`config.mk`:
```
export PLATFORM = sky130hd
export DESIGN_NAME = source_period_meter
export DESIGN_NICKNAME = d
export VERILOG_FILES = /design/src/rtl/source_period_meter.sv
export SDC_FILE = /design/constraint.sdc
export NUM_CORES = 1
export LEC_CHECK = 0
export ABC_AREA = 1
export CAP_MARGIN = 30
export CORE_MARGIN = 5
export CORE_UTILIZATION = 35
export DETAILED_ROUTE_END_ITERATION = 8
export GPL_TIMING_DRIVEN = 0
export MAX_ROUTING_LAYER = met4
export RECOVER_POWER = 100
export SYNTH_ARGS = -nofsm -noshare
export SYNTH_HDL_FRONTEND = slang
export SYNTH_SLANG_ARGS = --single-unit
```
`constraint.sdc`:
```
create_clock -name clk -period 5.2 [get_ports clk]
set_input_delay 1.04 -clock clk [delete_from_list [all_inputs] [get_ports clk]]
set_output_delay 1.04 -clock clk [all_outputs]
set_load 0.005 [all_outputs]
```
`src/rtl/source_period_meter.sv`:
```
// Measures clk cycles between rising edges of a synchronous source tick, with a
// one-cycle valid strobe, loss-of-source timeout and a stability lock indicator.
module source_period_meter #(
    parameter int unsigned  MAX_PERIOD = 100_000_000,
    parameter int unsigned  LOCK_COUNT = 4,
    parameter int unsigned  TOLERANCE  = 2,
    localparam int unsigned W          = $clog2(MAX_PERIOD + 1)
) (
    input  logic         clk,
    input  logic         reset,
    input  logic         clear,
    input  logic         enable,
    input  logic         source,
    output logic [W-1:0] period,
    output logic         period_valid,
    output logic         timeout,
    output logic         locked
);

    localparam int unsigned MW = $clog2(LOCK_COUNT + 1);

    typedef enum logic [1:0] {IDLE, ARMED, MEASURE} state_e;

    state_e         state_q, state_d;
    logic           src_q, src_d;
    logic [W-1:0]   cnt_q, cnt_d;
    logic [W-1:0]   prev_q, prev_d;
    logic [W-1:0]   period_q, period_d;
    logic           have_prev_q, have_prev_d;
    logic [MW-1:0]  match_q, match_d;
    logic           valid_q, valid_d;
    logic           timeout_q, timeout_d;
    logic           locked_q, locked_d;

    logic           src_edge;
    logic           at_limit;
    logic           within_tol;
    logic [W-1:0]   cnt_inc;
    logic [MW-1:0]  match_inc;
    logic signed [W:0] diff;
    logic [W:0]     abs_diff;

    assign period       = period_q;
    assign period_valid = valid_q;
    assign timeout      = timeout_q;
    assign locked       = locked_q;

    always_comb begin
        src_edge   = source & ~src_q;
        cnt_inc    = cnt_q + W'(1);
        at_limit   = (cnt_inc == W'(MAX_PERIOD));
        // new period minus previous, widened by one bit so the sign survives
        diff       = $signed({1'b0, cnt_inc}) - $signed({1'b0, prev_q});
        abs_diff   = diff[W] ? $unsigned(-diff) : $unsigned(diff);
        within_tol = (abs_diff <= (W+1)'(TOLERANCE));
        match_inc  = (match_q == MW'(LOCK_COUNT)) ? match_q : match_q + MW'(1);
    end

    always_ff @(posedge clk or posedge reset) begin
        if (reset) state_q <= IDLE;
        else       state_q <= state_d;
    end

    always_comb begin
        state_d = state_q;
        if (clear || !enable) begin
            state_d = IDLE;
        end else begin
            case (state_q)
                IDLE, ARMED: state_d = src_edge ? MEASURE : ARMED;
                MEASURE:     state_d = (!src_edge && at_limit) ? ARMED : MEASURE;
                default:     state_d = IDLE;
            endcase
        end
    end

    always_comb begin
        src_d       = clear ? 1'b1 : source;
        cnt_d       = cnt_q;
        prev_d      = prev_q;
        period_d    = period_q;
        have_prev_d = have_prev_q;
        match_d     = match_q;
        valid_d     = 1'b0;
        timeout_d   = timeout_q;
        locked_d    = locked_q;
        if (clear) begin
            cnt_d       = '0;
            prev_d      = '0;
            period_d    = '0;
            have_prev_d = 1'b0;
            match_d     = '0;
            timeout_d   = 1'b0;
            locked_d    = 1'b0;
        end else if (!enable) begin
            cnt_d       = '0;
            have_prev_d = 1'b0;
            match_d     = '0;
            locked_d    = 1'b0;
        end else begin
            case (state_q)
                IDLE, ARMED: cnt_d = '0;
                MEASURE: begin
                    if (src_edge) begin
                        period_d    = cnt_inc;
                        valid_d     = 1'b1;
                        timeout_d   = 1'b0;
                        cnt_d       = '0;
                        prev_d      = cnt_inc;
                        have_prev_d = 1'b1;
                        if (have_prev_q) begin
                            if (within_tol) begin
                                match_d = match_inc;
                                if (match_inc == MW'(LOCK_COUNT)) locked_d = 1'b1;
                            end else begin
                                match_d  = '0;
                                locked_d = 1'b0;
                            end
                        end
                    end else if (at_limit) begin
                        timeout_d   = 1'b1;
                        locked_d    = 1'b0;
                        match_d     = '0;
                        have_prev_d = 1'b0;
                        cnt_d       = '0;
                    end else begin
                        cnt_d = cnt_inc;
                    end
                end
                default: cnt_d = '0;
            endcase
        end
    end

    always_ff @(posedge clk or posedge reset) begin
        if (reset) begin
            src_q       <= 1'b1;
            cnt_q       <= '0;
            prev_q      <= '0;
            period_q    <= '0;
            have_prev_q <= 1'b0;
            match_q     <= '0;
            valid_q     <= 1'b0;
            timeout_q   <= 1'b0;
            locked_q    <= 1'b0;
        end else begin
            src_q       <= src_d;
            cnt_q       <= cnt_d;
            prev_q      <= prev_d;
            period_q    <= period_d;
            have_prev_q <= have_prev_d;
            match_q     <= match_d;
            valid_q     <= valid_d;
            timeout_q   <= timeout_d;
            locked_q    <= locked_d;
        end
    end

endmodule
```
; ---- Word level (Yosys, flattened, before mapping)
; Index checks and enable logic that the tools add are counted.
[word_totals]
register_bits = 64
out_inout_bits = 30
[classes]
addsub = 4
order_cmp = 1
n_eq_ne = 9
n_mux = 44
bitwise = 2
reduce_logical = 15
[op_table]
columns = cell, count
row1 = $mux W27, 9
row2 = $le A28 B2 Y1 const B, 1
row3 = $mux W28, 1
row4 = $neg A28 Y28, 1
row5 = $sub A27 B27 Y28, 1
row6 = $add A27 B1 Y27 const B, 1
row7 = $eq A27 B27 Y1 const B, 1
row8 = $mux W3, 8
row9 = $mux W1, 22
row10 = $reduce_and A3 Y1, 3
row11 = $eq A3 B3 Y1 const B, 2
row12 = $mux W2, 3
row13 = $reduce_bool A2 Y1, 3
row14 = $ne A5 B4 Y1 const B, 1
row15 = $ne A4 B2 Y1 const B, 1
row16 = $ne A4 B4 Y1 const B, 1
row17 = $pmux W2 S2, 1
row18 = $reduce_and A4 Y1, 1
row19 = $add A3 B1 Y3 const B, 1
row20 = $ne A3 B2 Y1 const B, 1
row21 = $reduce_bool A3 Y1, 1
row22 = $eq A2 B1 Y1 const B, 1
row23 = $eq A2 B2 Y1 const B, 1
row24 = $logic_not A1 Y1, 2
row25 = 7 further kinds, 7

; ---- Depth between registers and ports, before layout
; Gate-level depths: netlist of the first run.
[logic_depth]
ltp_word = 11
mapped_depth = 33
ltp_nobuf = 33

; ---- Worst setup path before layout of the first run
; Ideal clock, no wire load.
[synth_path]
path_type = register to register
from = reg cnt_q[0]
to = reg locked_q, in the netlist locked
setup_ns = 0.077
arrival_time_ns = 3.581
required_time_ns = 5.123
setup_slack_ns = 1.541
path_stages_with_launch = 27
period_less_slack_ns = 3.659
cell_sequence = dfrtp_1 -> ha_1 -> nand2_1 -> inv_2 -> nand2_2 -> nor3_4 -> nand2_2 -> nor2_2 -> nand3_1 -> xor2_1 -> inv_1 -> ha_1 -> a21oi_1 -> o21ai_0 -> a21oi_1 -> nand2_1 -> nor2_4 -> buf_4 -> nand2_1 -> xor2_1 -> nor2_1 -> nand3_1 -> nor2_1 -> nand3_1 -> nor2_1 -> nand2_2 -> a21oi_1
[synth_between]
elab_chain_cells = 11
elab_cells_between_ends = 15
[synth_lines]
columns = item, line_no
row1 = start: declaration, 26  ; logic [W-1:0] cnt_q, cnt_d;
row2 = start signal: assignment, 148  ; cnt_q <= cnt_d;
row3 = $add A27 B1 Y27 (*), 50  ; cnt_inc = cnt_q + W'(1);
row4 = $sub A27 B27 Y28, 53  ; diff = $signed({1'b0, cnt_inc}) - $signed({1'b0, prev_q});
row5 = $neg A28 Y28, 54  ; abs_diff = diff[W] ? $unsigned(-diff) : $unsigned(diff);
row6 = $mux W28, 54
row7 = $le A28 B2 Y1, 55  ; within_tol = (abs_diff <= (W+1)'(TOLERANCE));
row8 = $mux W1, 112  ; if (within_tol) begin
row9 = $mux W1, 111  ; if (have_prev_q) begin
row10 = $mux W1, 104  ; if (src_edge) begin
row11 = $mux W1, 101  ; case (state_q)
row12 = $mux W1, 95  ; end else if (!enable) begin
row13 = $mux W1, 87  ; if (clear) begin
row14 = end signal: assignment, 155  ; locked_q <= locked_d;
row15 = end: declaration, 33  ; logic locked_q, locked_d;
; Mark *: on every way between the ends. The rest lies on a longest branch, timed or not. The select of a mux whose other input is x is not followed.
; A chain may end at the register's enable or synchronous reset.

; ---- Final worst setup path of the first run
; Same ends and word-level chain as after synthesis.

==> results of run 1 <==
[kinds of logic (layout without fill, tap and decap cells)]
family	count (synthesis)	in the layout
xor gates and xnor gates	17	17
DFF	64	64
buffers and inverters	216	267
and+or+nand+nor	669	669
adders and majority gates	31	31
AOI/OAI and AO/OA	83	83
[per-stage QoR]
| step | instance area, um2 | power [mW] |
|---|---|---|
| 4_1_cts | 7350 | 1.22 |
| 3_3_place_gp | 7020 | 0.563 |
| 5_1_grt | 7320 | 1.24 |
| 6_report | 7320 | 1.20 |
| 3_5_place_dp | 7040 | 0.565 |
| 2_1_floorplan | 6390 | 0.546 |
[worst max-delay path, cell delays in order, from the launching register on]
cell and delay (ns):
dfrtp_1 0.49, ha_1 0.22, nand2_1 0.07, inv_2 0.09, nand2_2 0.09, nor3_4 0.19
nand2_2 0.14, nor2_2 0.16, nand3_1 0.10, xor2_1 0.38, inv_1 0.09, ha_1 0.38
a21oi_1 0.22, o21ai_0 0.11, a21oi_1 0.21, nand3_1 0.36, o21ai_0 0.32, nand2_1 0.08
nor2_1 0.10, nand2_1 0.06, nor2_1 0.14, nand2_1 0.07, nor2_1 0.10, nand3_1 0.11
nor2_1 0.12, nand2_2 0.10, a21oi_1 0.13
[per-layer routing]
metal	wire, um	track usage (%)
met5	0	-
met4	262	4.99
met3	415	1.59
met2	8500	29.4
met1	8520	22.0
[registers in the layout, summed over array words and instances (netlist names)]
| register | cells |
|---|---|
| timeout | 1 |
| have_prev_q | 1 |
| src_q | 1 |
| match_q | 3 |
| cnt_q | 27 |
| locked | 1 |
| period_valid | 1 |
| period | 27 |
| state_q | 2 |
[cells in the final DEF, fill, tap and decap left out, types with 2 or more instances in the layout]
cell | synthesis | routed
a21oi_1 | 22 | 22
dlygate4sd3_1 | 0 | 33
nor4_1 | 3 | 3
and2_1 | 3 | 3
o22ai_1 | 27 | 27
inv_1 | 197 | 198
nand3_2 | 11 | 9
nand3b_1 | 5 | 5
a21oi_2 | 2 | 2
ha_1 | 30 | 30
buf_2 | 4 | 2
bufinv_16 | 0 | 2
nand3_1 | 94 | 96
xor2_1 | 15 | 15
o21ai_0 | 18 | 19
nand2_2 | 22 | 22
nand4_1 | 15 | 15
nor2_2 | 12 | 12
o21bai_1 | 3 | 3
inv_2 | 9 | 8
nand2_1 | 360 | 360
nor3_2 | 3 | 3
nor3_1 | 9 | 9
clkbuf_16 | 0 | 9
nor2_1 | 123 | 123
or2_2 | 3 | 3
a21o_1 | 2 | 2
xnor2_1 | 2 | 2
o21ai_1 | 4 | 3
nor2_4 | 3 | 3
clkbuf_1 | 4 | 10
dfrtp_1 | 63 | 63
[worst paths after layout]
check                           slack [ns]   endpoint  cells past startpoint  startpoint
worst max-delay path                  0.48     locked                     26    cnt_q[0]
worst min-delay path                  0.48    timeout                      2     timeout
worst max register to register        0.48     locked                     26    cnt_q[0]
worst min register to register        0.48    timeout                      2     timeout
max in group asynchronous             1.41  cnt_q[19]                      3       reset
min in group asynchronous             1.44   cnt_q[0]                      2       reset
[cell type report]
| cell class | instances | area share (%) |
|---|---|---|
| Inverter | 207 | 10.6 |
| Buffer | 9 | 0.547 |
| Sequential cell | 64 | 21.9 |
| Tap cell | 229 | 3.91 |
| Multi-Input combinational cell | 800 | 54.0 |
| Clock inverter | 3 | 0.889 |
| Timing Repair Buffer | 35 | 4.70 |
| Clock buffer | 13 | 3.42 |
[where the power goes]
| group | internal, mW | total [mW] | switching (mW) |
|---|---|---|---|
| combinational | 0.0141 | 0.0490 | 0.0348 |
| sequential | 0.502 | 0.504 | 0.00159 |
| clock | 0.432 | 0.645 | 0.213 |
| total | 0.948 | 1.20 | 0.249 |
==> reports/summary.txt, run 1 <==
Status -> finished with violations
Failing checks -> capacitance limit, slew limit
Clk_lat worst skew -> 0.33 ns
Vias per cell -> 4.77
Syn_nets -> 1116
Max_cap viols -> 1
Core footprint -> 18000 um2
Post-layout util -> 40.8%
Fin. max-slew vios -> 36
Mapped cell area -> 6390 um2
Via Count -> 6481
Count of final setup violators -> 0
Die area -> 21100 um2
Setup ws final -> 0.483 ns
Synth Area in XOR/XNOR -> 2.33%
Largest family of logic cells by synthesized area -> simple AND/OR/NAND/NOR gates
Syn Inst Count -> 1080
Setup crit end kind -> flip-flop
Diodes inserted -> 0
Critical Path Start Type -> flip-flop
P per Cell Area -> 164 nW/um2
Worst EP arrival -> 4.98 ns
Gr ovfl total -> 0
Fin. Hold Viols -> 0
DP HPWL -> 14800 um
Placed Instances -> 1344
FMAX -> 212 MHz
First-pass GRT wire length -> 29800 um
I/O Buffers -> 34
Worst Hold Class -> flip-flop to flip-flop
Most used DFF post-synth -> dfrtp_1
Post_cts resized -> 0
Reg clk slew, reported paths -> 0.05 ns
Global placer's final weighted congestion -> 0.912
Top cell type by total area after synthesis -> dfrtp_1
Crit share post-route -> 90.7%
DR iter-0 viols -> 364
Sequential share of the synthesized area -> 25.1%
Static Leak -> 4.33 nW
Post-synth ARST share -> 100%
CTS Buffer Depth -> 2
RSZ-0062 raised after global routing -> false
Post-synth top area share -> 24.7%
Syn Area/Cell -> 5.92 um2
Total setup buffers inserted after CTS -> 0
CP required -> 5.46 ns
Total GRT Usage -> 17.3%
Final antenna-violating net count -> 0
Synth cell count leaders -> 360 x nand2_1, 197 x inv_1, 123 x nor2_1
Pre-CTS setup slack -> 0.420 ns
Post-synth EDFFs -> 0
Wirelength per Cell -> 13.0 um
CTS tree -> yes
Initial antenna violation count -> 0
I/O pin count -> 35
Adder-Cell Fraction of Synth Area -> 6.19%
Worst Path Max Fanout -> 8
Top cells by area, synth -> dfrtp_1 25%, nand2_1 21%, inv_1 12%
Simple-Gate Fraction of Synth Area -> 46.0%
Fin crit period -> 4.72 ns
Synth Area in Compound Gates -> 7.58%
Maximum number of pins on one net before global-route repair -> 36
Worst rel slew slack -> -28.2%
Starting Density -> 35.6%
Fill count -> 1973
Sequential standard cell area -> 1600 um2
# hold bufs at CTS -> 0
Die Ht -> 145 um
Total CTS buffers -> 9
Peak supply drop -> 194 uV
Area of the multi-input gates -> 3960 um2
Most common cell in the netlist -> nand2_1
Drt drc -> 0
CTS Sinks -> 64
Layout cell share with drive strength beyond 1 -> 7.25%
Yosys warns -> 0
Worst-margin pin slew -> 1.92 ns
Count of cell types in the netlist -> 41
Setup Crit Path Kind -> flip-flop to flip-flop
CTS Root Cell -> clkbuf_16
Final std cells w/o fill -> 1360
Setup_tns -> 0 ns
DIE WIDTH -> 145 um
Post-synthesis mux area share -> 0%
Area growth, synth to finish -> 14.6%
First-pass DRT Iterations -> 5
Total wire length -> 17700 um
# rows -> 49
Hold WS -> 0.476 ns
Layout Nets -> 1162
H-tree levels -> 3
Vias in the first global route -> 6206
Flops & latches, synth -> 64
Worst Clk Skew -> 0.00441 ns
No activity file was read; power rests on OpenSTA's default activity.
==> run 2: changes to the inputs <==
--- a/config.mk
+++ b/config.mk
@@ -7,6 +7,7 @@
 export LEC_CHECK = 0
 export ABC_AREA = 1
 export CAP_MARGIN = 30
+export CORE_ASPECT_RATIO = 1.1
 export CORE_MARGIN = 5
 export CORE_UTILIZATION = 35
 export DETAILED_ROUTE_END_ITERATION = 8
==> run 2 against run 1 <==
  * The run still ends with capacitance limit, slew limit left
  * Utilization increased by 0.40 points
  * Sequential power about the same
  * Total power grew 0.44%
  * Cell count grew 0.66%
  * Flip-flop and latch count did not move
==> reports/summary.txt, run 2 (synthesis gave the netlist of run 1 again) <==
Fin. max-slew vios -> 42 (was 36)
Setup_tns -> 0 ns (unchanged)
Diodes inserted -> 0 (unchanged)
DIE WIDTH -> 139 um (was 145 um)
Hold WS -> 0.479 ns (was 0.476 ns)
Reg clk slew, reported paths -> 0.06 ns (was 0.05 ns)
Vias in the first global route -> 6112 (was 6206)
Fill count -> 1903 (was 1973)
Worst EP arrival -> 4.94 ns (was 4.98 ns)
Crit share post-route -> 90.2% (was 90.7%)
Area growth, synth to finish -> 14.7% (was 14.6%)
Setup Crit Path Kind -> flip-flop to flip-flop (unchanged)
Final antenna-violating net count -> 0 (unchanged)
Static Leak -> 4.32 nW (was 4.33 nW)
Global placer's final weighted congestion -> 0.904 (was 0.912)
Layout Nets -> 1162 (unchanged)
I/O Buffers -> 34 (unchanged)
Via Count -> 6449 (was 6481)
Vias per cell -> 4.71 (was 4.77)
DP HPWL -> 14800 um (about the same)
Worst Path Max Fanout -> 10 (was 8)
DR iter-0 viols -> 376 (was 364)
Die area -> 21100 um2 (about the same)
Placement-stage cell area -> 7050 um2 (was 7040 um2)
Count of final setup violators -> 0 (unchanged)
Total setup buffers inserted after CTS -> 0 (unchanged)
First-pass DRT Iterations -> 6 (was 5)
Clk_lat worst skew -> 0.33 ns (about the same)
Fin. Hold Viols -> 0 (unchanged)
First-pass GRT wire length -> 29400 um (was 29800 um)
Core footprint -> 17800 um2 (was 18000 um2)
Total GRT Usage -> 17.6% (was 17.3%)
# rows -> 51 (was 49)
H-tree levels -> 3 (unchanged)
Gr ovfl total -> 0 (unchanged)
Wirelength per Cell -> 12.8 um (was 13.0 um)
Commonest non-fill, non-tap cell in the layout -> nand2_1 (unchanged)
Setup crit end kind -> flip-flop (unchanged)
Worst-margin pin slew -> 2.20 ns (was 1.92 ns)
Post_cts resized -> 0 (unchanged)
Fin crit period -> 4.69 ns (was 4.72 ns)
Status -> finished with violations (unchanged)
FMAX -> 213 MHz (was 212 MHz)
Worst Clk Skew -> 0.00845 ns (was 0.00441 ns)
Die Ht -> 152 um (was 145 um)
I/O pin count -> 35 (unchanged)
Max_cap viols -> 1 (unchanged)
Layout cell share with drive strength beyond 1 -> 7.25% (unchanged)
CTS Sinks -> 64 (unchanged)
Peak supply drop -> 186 uV (was 194 uV)
CTS Buffer Depth -> 2 (unchanged)
P per Cell Area -> 164 nW/um2 (about the same)
Worst Hold Class -> flip-flop to flip-flop (unchanged)
Total CTS buffers -> 9 (unchanged)
Largest stage delay on the critical path -> 0.48 ns (was 0.49 ns)
Final Cell Area -> 7330 um2 (was 7320 um2)
Drt drc -> 0 (unchanged)
RSZ-0062 raised after global routing -> false (unchanged)
CP required -> 5.45 ns (was 5.46 ns)
Critical Path Start Type -> flip-flop (unchanged)
Worst rel slew slack -> -46.4% (was -28.2%)
Initial antenna violation count -> 0 (unchanged)
Maximum number of pins on one net before global-route repair -> 42 (was 36)
Failing checks -> capacitance limit, slew limit (unchanged)
Flop2flop setup slack -> 0.51 ns (was 0.48 ns)
CTS tree -> yes (unchanged)
Total wire length -> 17500 um (was 17700 um)
Most frequent cells in the layout -> 360 x nand2_1, 198 x inv_1, 124 x nor2_1 (was 360 x nand2_1, 198 x inv_1, 123 x nor2_1)
CP max stage cell -> dfrtp_1 (unchanged)
CTS Root Cell -> clkbuf_16 (unchanged)
# hold bufs at CTS -> 0 (unchanged)
Starting Density -> 35.9% (was 35.6%)
-- run 2: changes by cell type in the layout (fill, tap and decap cells not counted), sizes merged --
cell	previous run	this run
clkinvlp	0	2
clkbuf	20	18
-- run 2: cell type report --
class / instances / area, um2 / share of cell area [%]
inverter: 207 / 777 / 10.6
clock buffer: 11 / 243 / 3.31
buffer: 9 / 40.0 / 0.546
sequential: 64 / 1600 / 21.9
multi-input combinational: 800 / 3940 / 53.8
timing repair buffer: 35 / 344 / 4.70
tap: 238 / 298 / 4.06
clock inverter: 5 / 80.1 / 1.09
-- run 2: routing by layer --
metal,vias to the layer above,track usage [%],routed length (um)
met5,-,-,0
met3,18,1.60,331
met4,0,5.09,334
met2,82,31.0,8700
met1,2889,21.8,8120
li1,3460,-,-
-- run 2: report_power, final --
part           switching [mW]  leakage [nW]  internal (mW)
Combinational          0.0345          3.28         0.0140
Clock                   0.219         0.152          0.432
Sequential            0.00152         0.888          0.502
-- run 2: final timing paths --
kind,endpoint,cells after the start,start
setup / recovery,locked,26,cnt_q[0]
hold / removal,have_prev_q,2,have_prev_q
setup reg to reg,locked,26,cnt_q[0]
hold reg to reg,have_prev_q,2,have_prev_q
max in group asynchronous,period[3],3,reset
min in group asynchronous,timeout,2,reset
-- run 2: critical path: cells and delay by family (launching register included) --
kind / cells / cell delay (ns)
compound gates: 4 / 0.68
fa+ha+maj: 2 / 0.59
xor+xnor: 2 / 0.55
flops: 1 / 0.48
simple gates: 15 / 1.93
buf+inv: 3 / 0.40
-- run 2: metrics by stage --
step	utilization, %	instances	total power [mW]	setup WS [ns]
6_report	41.2	1369	1.20	0.509
5_1_grt	41.2	1369	1.25	0.00681
4_1_cts	41.4	1369	1.22	0.421
3_5_place_dp	39.6	1353	0.565	0.440
3_3_place_gp	39.5	1352	0.563	0.434
2_1_floorplan	-	1080	0.546	1.54
